### src/rtl/fetch_stage_pkg.sv
// Shared core definitions: reset PC default, NOP encoding and the IF/ID bundle
// consumed by the decode stage.
package fetch_stage_pkg;

   localparam logic [31:0] RESET_PC_DEFAULT = 32'h0000_3000;
   localparam logic [31:0] NOP_INSTR        = 32'h0000_0000;

   typedef struct packed {
      logic [31:0] instr;
      logic [31:0] pc;
      logic [31:0] pc4;
      logic        valid;
   } if_id_t;

   // Instruction addresses are word aligned; the low two bits never reach PC.
   function automatic logic [31:0] word_align(input logic [31:0] addr);
      return {addr[31:2], 2'b00};
   endfunction

endpackage

### src/rtl/fetch_stage_if_id_reg.sv
// IF/ID pipeline register: load when enabled, flush to a bubble, synchronous
// reset to the bubble value.
module if_id_reg
   import fetch_stage_pkg::*;
#(
   parameter logic [31:0] NOP = NOP_INSTR
) (
   input  logic        clk,
   input  logic        reset,
   input  logic        i_en,
   input  logic        i_flush,
   input  logic [31:0] i_instr,
   input  logic [31:0] i_pc,
   input  logic [31:0] i_pc4,
   output logic [31:0] o_instr,
   output logic [31:0] o_pc,
   output logic [31:0] o_pc4,
   output logic        o_valid
);

   if_id_t r_slot;
   if_id_t w_bubble;

   assign w_bubble = '{instr: NOP, pc: 32'h0, pc4: 32'h0, valid: 1'b0};

   // The slot is either VALID (a fetched word) or BUBBLE; only reset and
   // flush create a BUBBLE, a disabled cycle keeps whatever is there.
   always_ff @(posedge clk) begin
      if (reset) begin
         r_slot <= w_bubble;
      end else if (i_en) begin
         if (i_flush) begin
            r_slot <= w_bubble;
         end else begin
            r_slot <= '{instr: i_instr, pc: i_pc, pc4: i_pc4, valid: 1'b1};
         end
      end
   end

   assign o_instr = r_slot.instr;
   assign o_pc    = r_slot.pc;
   assign o_pc4   = r_slot.pc4;
   assign o_valid = r_slot.valid;

endmodule

### src/rtl/fetch_stage.sv
// Instruction fetch: PC register, next-PC mux and the IF/ID register.
// Define FETCH_DELAY_SLOT_EN for branch-delay-slot semantics; otherwise a redirect flushes IF/ID.
module fetch_stage
   import fetch_stage_pkg::*;
#(
   parameter logic [31:0] RESET_PC = RESET_PC_DEFAULT,
   parameter logic [31:0] NOP      = NOP_INSTR
) (
   input  logic        clk,
   input  logic        reset,
   input  logic [31:0] Instr,
   input  logic        Stall,
   input  logic        Redirect,
   input  logic [31:0] RedirectPC,
   output logic [31:0] PC,
   output logic [31:0] InstrD,
   output logic [31:0] PCD,
   output logic [31:0] PC4D,
   output logic        ValidD
);

   // Flow control: Stall high freezes PC and IF/ID and masks Redirect; decode
   // holds Redirect/RedirectPC until a cycle with Stall low consumes them.
   // ValidD high means InstrD/PCD/PC4D describe a real fetched instruction.
   logic [31:0] r_pc;
   logic [31:0] w_pc_plus4;
   logic [31:0] w_pc_next;
   logic        w_advance;
   logic        w_flush;

   assign w_advance  = ~Stall;
   assign w_pc_plus4 = r_pc + 32'd4;

   always_comb begin
      w_pc_next = w_pc_plus4;
      if (Redirect) begin
         w_pc_next = word_align(RedirectPC);
      end
   end

`ifdef FETCH_DELAY_SLOT_EN
   // The word after the branch is the delay slot and must still execute.
   assign w_flush = 1'b0;
`else
   assign w_flush = Redirect;
`endif

   always_ff @(posedge clk) begin
      if (reset) begin
         r_pc <= RESET_PC;
      end else if (w_advance) begin
         r_pc <= w_pc_next;
      end
   end

   assign PC = r_pc;

   if_id_reg #(
      .NOP (NOP)
   ) u_if_id (
      .clk     (clk),
      .reset   (reset),
      .i_en    (w_advance),
      .i_flush (w_flush),
      .i_instr (Instr),
      .i_pc    (r_pc),
      .i_pc4   (w_pc_plus4),
      .o_instr (InstrD),
      .o_pc    (PCD),
      .o_pc4   (PC4D),
      .o_valid (ValidD)
   );

endmodule
### config.mk
export PLATFORM = sky130hd
export DESIGN_NAME = fetch_stage
export DESIGN_NICKNAME = d
export VERILOG_FILES = /design/src/rtl/fetch_stage_pkg.sv /design/src/rtl/fetch_stage_if_id_reg.sv /design/src/rtl/fetch_stage.sv
export SDC_FILE = /design/constraint.sdc
export NUM_CORES = 1
export LEC_CHECK = 0
export CAP_MARGIN = 0
export CORE_MARGIN = 3
export CORE_UTILIZATION = 41
export CTS_BUF_LIST = sky130_fd_sc_hd__clkbuf_8
export DETAILED_ROUTE_END_ITERATION = 16
export PLACE_DENSITY = 0.89
export SLEW_MARGIN = 15
export SYNTH_ARGS = -nofsm -noshare
export SYNTH_HDL_FRONTEND = slang
export SYNTH_SLANG_ARGS = --single-unit
### constraint.sdc
create_clock -name clk -period 1.7 [get_ports clk]
set_input_delay 0.17 -clock clk [delete_from_list [all_inputs] [get_ports clk]]
set_output_delay 0.17 -clock clk [all_outputs]
set_load 0.03 [all_outputs]
==> results.py, run 1 <==
metrics = {
    "min_path": {
        "holdPathEnd": "PC[20]",
        "min_from": "Stall",
        "hold_depth": 3,
        "min_path_type": "input pin to flop",
    },
    "sta": {
        "finalHoldViolCount": 0,
        "setup-violations-final": 3,
        "rsz0062_at_grt": "true",
        "finClkSkew_ns": 0.01021,
        "finalCritPeriodShare_pct": 105.0,
        "max_freq_mhz": 560.1,
        "min_period_ns": 1.785,
        "slew_violations": 0,
        "setup_slack_ns": -0.08537,
    },
    "pwr": {
        "total_power_uw": 6797,
        "powerDensity_nw_per_um2": 816.6,
        "p_leak_uw": 0.003616,
        "ir_worst_vdd_uv": 566.9,
    },
    "cts": {
        "clkSinkCount": 124,
        "cts-root-to-sink-buffers": 2,
        "root_buffer": "clkbuf_8",
        "insertion_delay_ns": 0.44,
        "cts_tree": "done",
        "htree_levels": 4,
        "clk_pin_slew_ns": 0.07,
        "cts_buffers": 17,
        "ctsHoldBuffers": 0,
    },
    "finish": {
        "n_antenna_cell": 0,
        "drive_above_1_share_pct": 21.04,
        "multi_input_area_um2": 2599,
        "final_cell_mix": "clkdlybuf4s50_1, dfxtp_1, a22o_1",
        "area_growth_pct": 59.47,
        "num-fill-cells": 942,
        "layoutNonFillerInstCount": 938,
        "seq_area_um2": 2550,
        "final_area_um2": 8324,
        "nets": 827,
        "post-route-util_pct": 68.17,
        "mostFrequentLayoutCell": "clkdlybuf4s50_1",
    },
    "setup_path": {
        "critPathMaxFanout": 4,
        "reg2reg_from": "PC[8]",
        "cpPeakStageDelay_ns": 0.37,
        "reg2regPathDepth": 6,
        "end_kind": "flop",
        "ff2ff_setup_slack_ns": -0.09,
        "crit_path_start_kind": "flop",
        "worst_path_max_delay_cell": "dfxtp_4",
        "required_ns": 2.05,
        "crit_chain": "nand4_4 > buf_12 > nor4_4 > nand3_2 > or3_1 > a31oi_1",
        "r2r-end": "PC[15]",
        "crit_arrival_ns": 2.13,
        "crit_type": "flop to flop",
    },
    "floorplan": {
        "initial_utilization_pct": 42.75,
        "rows": 40,
        "num_io_pins": 197,
        "core_area_um2": 12210,
        "design.die.area_um2": 14120,
        "die_w_um": 118.8,
        "fp.dieH_um": 118.8,
    },
    "place": {
        "dpl_cell_area_um2": 7765,
        "gp_congestion": 0.8814,
        "port_buffers": 192,
        "dpl.hpwl_um": 12480,
        "pre_cts_slack_ns": -0.03633,
        "placed_cells_incl_taps": 902,
    },
    "outcome": {
        "status": "finished with violations",
        "violations": "negative setup slack",
    },
    "synth": {
        "synth_seq_area_share_pct": 47.56,
        "synthArstFlopShare_pct": 0,
        "synthCells": 543,
        "synth-main-ff-cell": "dfxtp_1",
        "ys_seq_elements": 124,
        "synth_warnings": 0,
        "syn-cell-area_um2": 5220,
        "syn_area_per_cell_um2": 9.613,
        "synth_cell_types": 53,
        "synth_edf_count": 0,
    },
    "drt": {
        "vias": 5234,
        "drtPass1Iterations": 5,
        "drt_iter0_drc": 436,
        "drtAntennaViolNets": 0,
        "drc": 0,
        "wl_per_cell_um": 18.73,
        "vias_per_cell": 5.580,
        "routed_wl_um": 17570,
    },
    "global_route": {
        "grt_pass1_wl_um": 27840,
        "grt.total_usage_pct": 24.31,
        "antenna_found_initial": 0,
        "grt_overflow": 0,
        "grt_pass1_vias": 5210,
        "grt_max_degree": 49,
    },
    "flow_run": {
        "maxCapViolCount": 0,
    },
}
-- registers in the layout, indices dropped and copies added, names as in the netlist --
signal,flops
PC,30
u_if_id.o_pc,30
u_if_id.o_instr,32
u_if_id.o_valid,1
u_if_id.o_pc4,31
-- where the power goes --
group	switching, uW	leakage (uW)	internal (uW)	total (uW)
sequential	77.3	0.00102	3000	3080
clock	1110	0.000219	1510	2620
combinational	602	0.00238	499	1100
-- cell usage after synthesis (all sizes together), types with 4 or more instances --
library cell  number  area share, %
a22oi             17            2.4
nor2b              6           0.72
xor2               6            1.0
a22o              83             14
buf               28            2.8
a31oi              7           0.84
or2                5           0.60
a21oi             30            2.9
dfxtp            124             48
o32ai              8            1.3
o31a               4           0.67
inv               12           0.86
nand4             18            2.6
clkbuf            34            2.5
nor3              10           0.96
nand3             15            1.6
o21ai              7           0.67
nor2              37            2.7
mux2i              5           0.96
nor4               7            1.7
nand2             21            1.5
xnor2             21            3.5
and4               4           0.70
-- how the worst max path moves through the flow --
stage | startpoint | endpoint | slack (ns) | depth (start not counted)
finish | PC[8] | PC[15] | -0.09 | 6
global route | PC[8] | u_if_id.o_pc4[28] | -0.12 | 7
CTS | PC[8] | PC[15] | 0.005 | 6
detailed placement | PC[14] | PC[31] | -0.04 | 5
global placement | PC[14] | PC[31] | 0.04 | 5
floorplan | PC[2] | PC[31] | -0.05 | 6
-- kinds of logic after synthesis --
| family | after synthesis | share of synthesized area (%) |
|---|---|---|
| buffers and inverters | 74 | 6.208 |
| flip-flops | 124 | 47.56 |
| adder cells (fa/ha/maj) | 1 | 0.2397 |
| AO/OA/AOI/OAI | 171 | 25.19 |
| multiplexers | 5 | 0.9588 |
| XOR/XNOR | 27 | 4.530 |
| AND/OR/NAND/NOR | 140 | 15.24 |
| other | 1 | 0.07184 |
-- routing by layer --
metal  global-route usage (%)  wire length, um  vias up
met1                    30.24             7297     2534
li1                         -                -     2433
met3                    7.740             1411       26
met2                    40.28             8578      241
met4                    7.458              280        0
met5                        0                0        -
-- repair_timing --
action	4_1_cts	5_1_grt
setup endpoints to repair	37	40
pin swaps	2	14
setup buffers	3	2
resized for setup	35	37
-- area by class of cell --
cell class | instances | area share (%)
multi-input combinational | 346 | 31.22
sequential | 124 | 30.63
timing repair buffer | 257 | 30.21
clock buffer | 23 | 3.803
tap | 168 | 2.525
clock inverter | 8 | 1.067
inverter | 12 | 0.5411
-- through the flow --
stage / hold slack (ns) / setup TNS (ns)
after CTS: 0.1878 / 0
after floorplan: 0.3026 / -0.1151
final: 0.2239 / -0.1739
after global placement: 0.4351 / 0
after global routing: 0.2010 / -0.9166
after detailed placement: 0.4551 / -0.05083
-- critical path, delay by kind of cell, from the launching register on --
kind / cells / cell delay, ns
AND/OR/NAND/NOR: 4 / 0.98
AO/OA/AOI/OAI: 1 / 0.18
buffers and inverters: 1 / 0.17
flip-flops: 1 / 0.37
No activity file was read; power rests on OpenSTA's default activity.
==> run 2, diff against run 1 <==
--- a/config.mk
+++ b/config.mk
@@ -11,6 +11,7 @@
 export CTS_BUF_LIST = sky130_fd_sc_hd__clkbuf_8
 export DETAILED_ROUTE_END_ITERATION = 16
 export PLACE_DENSITY = 0.89
+export SETUP_SLACK_MARGIN = 0.15
 export SLEW_MARGIN = 15
 export SYNTH_ARGS = -nofsm -noshare
 export SYNTH_HDL_FRONTEND = slang
==> run 2 against run 1 <==
  * The flow now finishes without violations
  * Largest power group unchanged
  * Worst hold slack got worse by 0.016 ns
  * Setup slack improved by 0.10 ns
  * Final area increased by 1.0%
  * Utilization increased by 0.69 points
  * Clock power decreased by 9.9%
  * Sequential power about the same
  * First-iteration DRC count decreased by 12%
==> results.py, run 2 (same netlist as run 1, synthesis figures left out) <==
metrics = {
    "outcome": {
        "status": "complete, no violations",
    },
    "drt": {
        "vias": 5318,
        "route.met2.wl_um": 8657,
        "wl_per_cell_um": 18.84,
        "drc": 0,
        "drt_iter0_drc": 385,
        "routed_wl_um": 17920,
        "route.met3.wl_um": 1298,
        "vias_per_cell": 5.592,
        "top_layer_used": "met4",
        "drtPass1Iterations": 5,
        "drt-met1-wl_um": 7637,
        "drtAntennaViolNets": 0,
    },
    "finish": {
        "layoutNonFillerInstCount": 951,
        "drive_above_1_share_pct": 28.22,
        "largest_reg_flops": 32,
        "area_growth_pct": 61.07,
        "n_antenna_cell": 0,
        "mostFrequentLayoutCell": "dlygate4sd2_1",
        "num-fill-cells": 917,
        "nets": 841,
        "final_cell_mix": "dlygate4sd2_1, dfxtp_1, a22o_1",
    },
    "floorplan": {
        "rows": 40,
        "initial_utilization_pct": 42.75,
        "num_io_pins": 197,
        "fp.dieH_um": 118.8,
        "design.die.area_um2": 14120,
        "core_area_um2": 12210,
        "die_w_um": 118.8,
    },
    "global_route": {
        "grt_overflow": 0,
        "grt_pass1_wl_um": 27650,
        "antenna_found_initial": 0,
        "grt_pass1_vias": 5218,
        "grt_max_degree": 51,
        "grt.total_usage_pct": 24.45,
    },
    "setup_path": {
        "crit_path_start_kind": "flop",
        "reg2reg_from": "PC[2]",
        "end_kind": "flop",
        "required_ns": 2.05,
        "crit_path_start": "PC[2]",
        "critPathMaxFanout": 4,
        "crit_type": "flop to flop",
        "crit_arrival_ns": 2.03,
    },
    "place": {
        "pre_cts_slack_ns": -0.02066,
        "dpl.hpwl_um": 12550,
        "placed_cells_incl_taps": 905,
        "gp_congestion": 0.9006,
        "port_buffers": 192,
    },
    "sta": {
        "setup_slack_ns": 0.01471,
        "min_period_ns": 1.685,
        "setup-violations-final": 0,
        "slew_violations": 0,
        "rsz0062_at_grt": "true",
        "timing.hold.ws_ns": 0.2078,
        "finalHoldViolCount": 0,
        "finClkSkew_ns": 0.01411,
        "max_freq_mhz": 593.4,
        "finalCritPeriodShare_pct": 99.13,
    },
    "cts": {
        "insertion_delay_ns": 0.46,
        "cts-root-to-sink-buffers": 2,
        "cts_tree": "done",
        "clkSinkCount": 124,
        "ctsHoldBuffers": 0,
        "clk_pin_slew_ns": 0.07,
        "htree_levels": 4,
        "root_buffer": "clkbuf_8",
        "cts_buffers": 17,
    },
    "min_path": {
        "min_path_type": "input pin to flop",
        "min_from": "Stall",
    },
    "pwr": {
        "p_leak_uw": 0.003890,
        "ir_worst_vdd_uv": 512.1,
        "total_power_uw": 6531,
        "powerDensity_nw_per_um2": 776.7,
    },
    "flow_run": {
        "maxCapViolCount": 0,
    },
}
-- run 2: cell types whose count changed in the layout (fill, tap and decap cells not counted), moves of 10 or more --
cell,previous run,this run
dlymetal6s2s_1,14,0
clkdlybuf4s50_1,141,63
clkbuf_2,0,12
xnor2_1,21,11
dlygate4sd2_1,35,102
xnor2_2,0,10
-- run 2: through the flow --
| stage | area [um2] | TNS (ns) | utilization, % |
|---|---|---|---|
| after floorplan | 5441 | -0.1519 | - |
| after global placement | 7790 | 0 | 63.79 |
| after detailed placement | 7790 | -0.02066 | 63.79 |
| after CTS | 8232 | 0 | 67.41 |
| after global routing | 8408 | -0.2180 | 68.85 |
| final | 8408 | 0 | 68.85 |
-- run 2: worst max-delay path, stage by stage (launching register included) --
cell and delay (ns):
dfxtp_4 0.39, ha_4 0.15, nand4_1 0.20, nor4_4 0.34
buf_4 0.19, buf_6 0.09, xnor2_2 0.05, a22o_1 0.17
-- run 2: report_power, final --
group	leakage [uW]	internal (uW)	total [uW]	switching (uW)
Combinational	0.00267	476	1100	620
Clock	0.000194	1230	2360	1130
Sequential	0.00102	3000	3070	75.4
-- run 2: layout make-up --
type / instances / area (um2) / area share [%]
clock buffers: 20 / 275.3 / 3.274
clock inverters: 10 / 77.57 / 0.9226
repair buffers: 271 / 2455 / 29.20
well taps: 168 / 210.2 / 2.500
multi-input cells: 346 / 2790 / 33.18
inverters: 12 / 45.04 / 0.5357
flip-flops and latches: 124 / 2555 / 30.39
-- run 2: worst paths after layout --
check / end / slack [ns] / depth (start not counted)
hold / removal: PC[31] / 0.21 / 3
setup reg to reg: u_if_id.o_pc4[16] / 0.01 / 7
hold reg to reg: u_if_id.o_valid / 0.47 / 1
setup / recovery: u_if_id.o_pc4[16] / 0.01 / 7
-- run 2: timing repair --
item	CTS	global route
setup buffers	12	4
pin swaps	20	26
resized for setup	177	59
setup endpoints to repair	161	62
-- run 2: per-layer routing --
metal / GRT usage [%] / vias up
li1: - / 2453
met4: 8.834 / 0
met2: 40.89 / 236
met5: 0 / -
met1: 29.60 / 2600
met3: 7.692 / 29
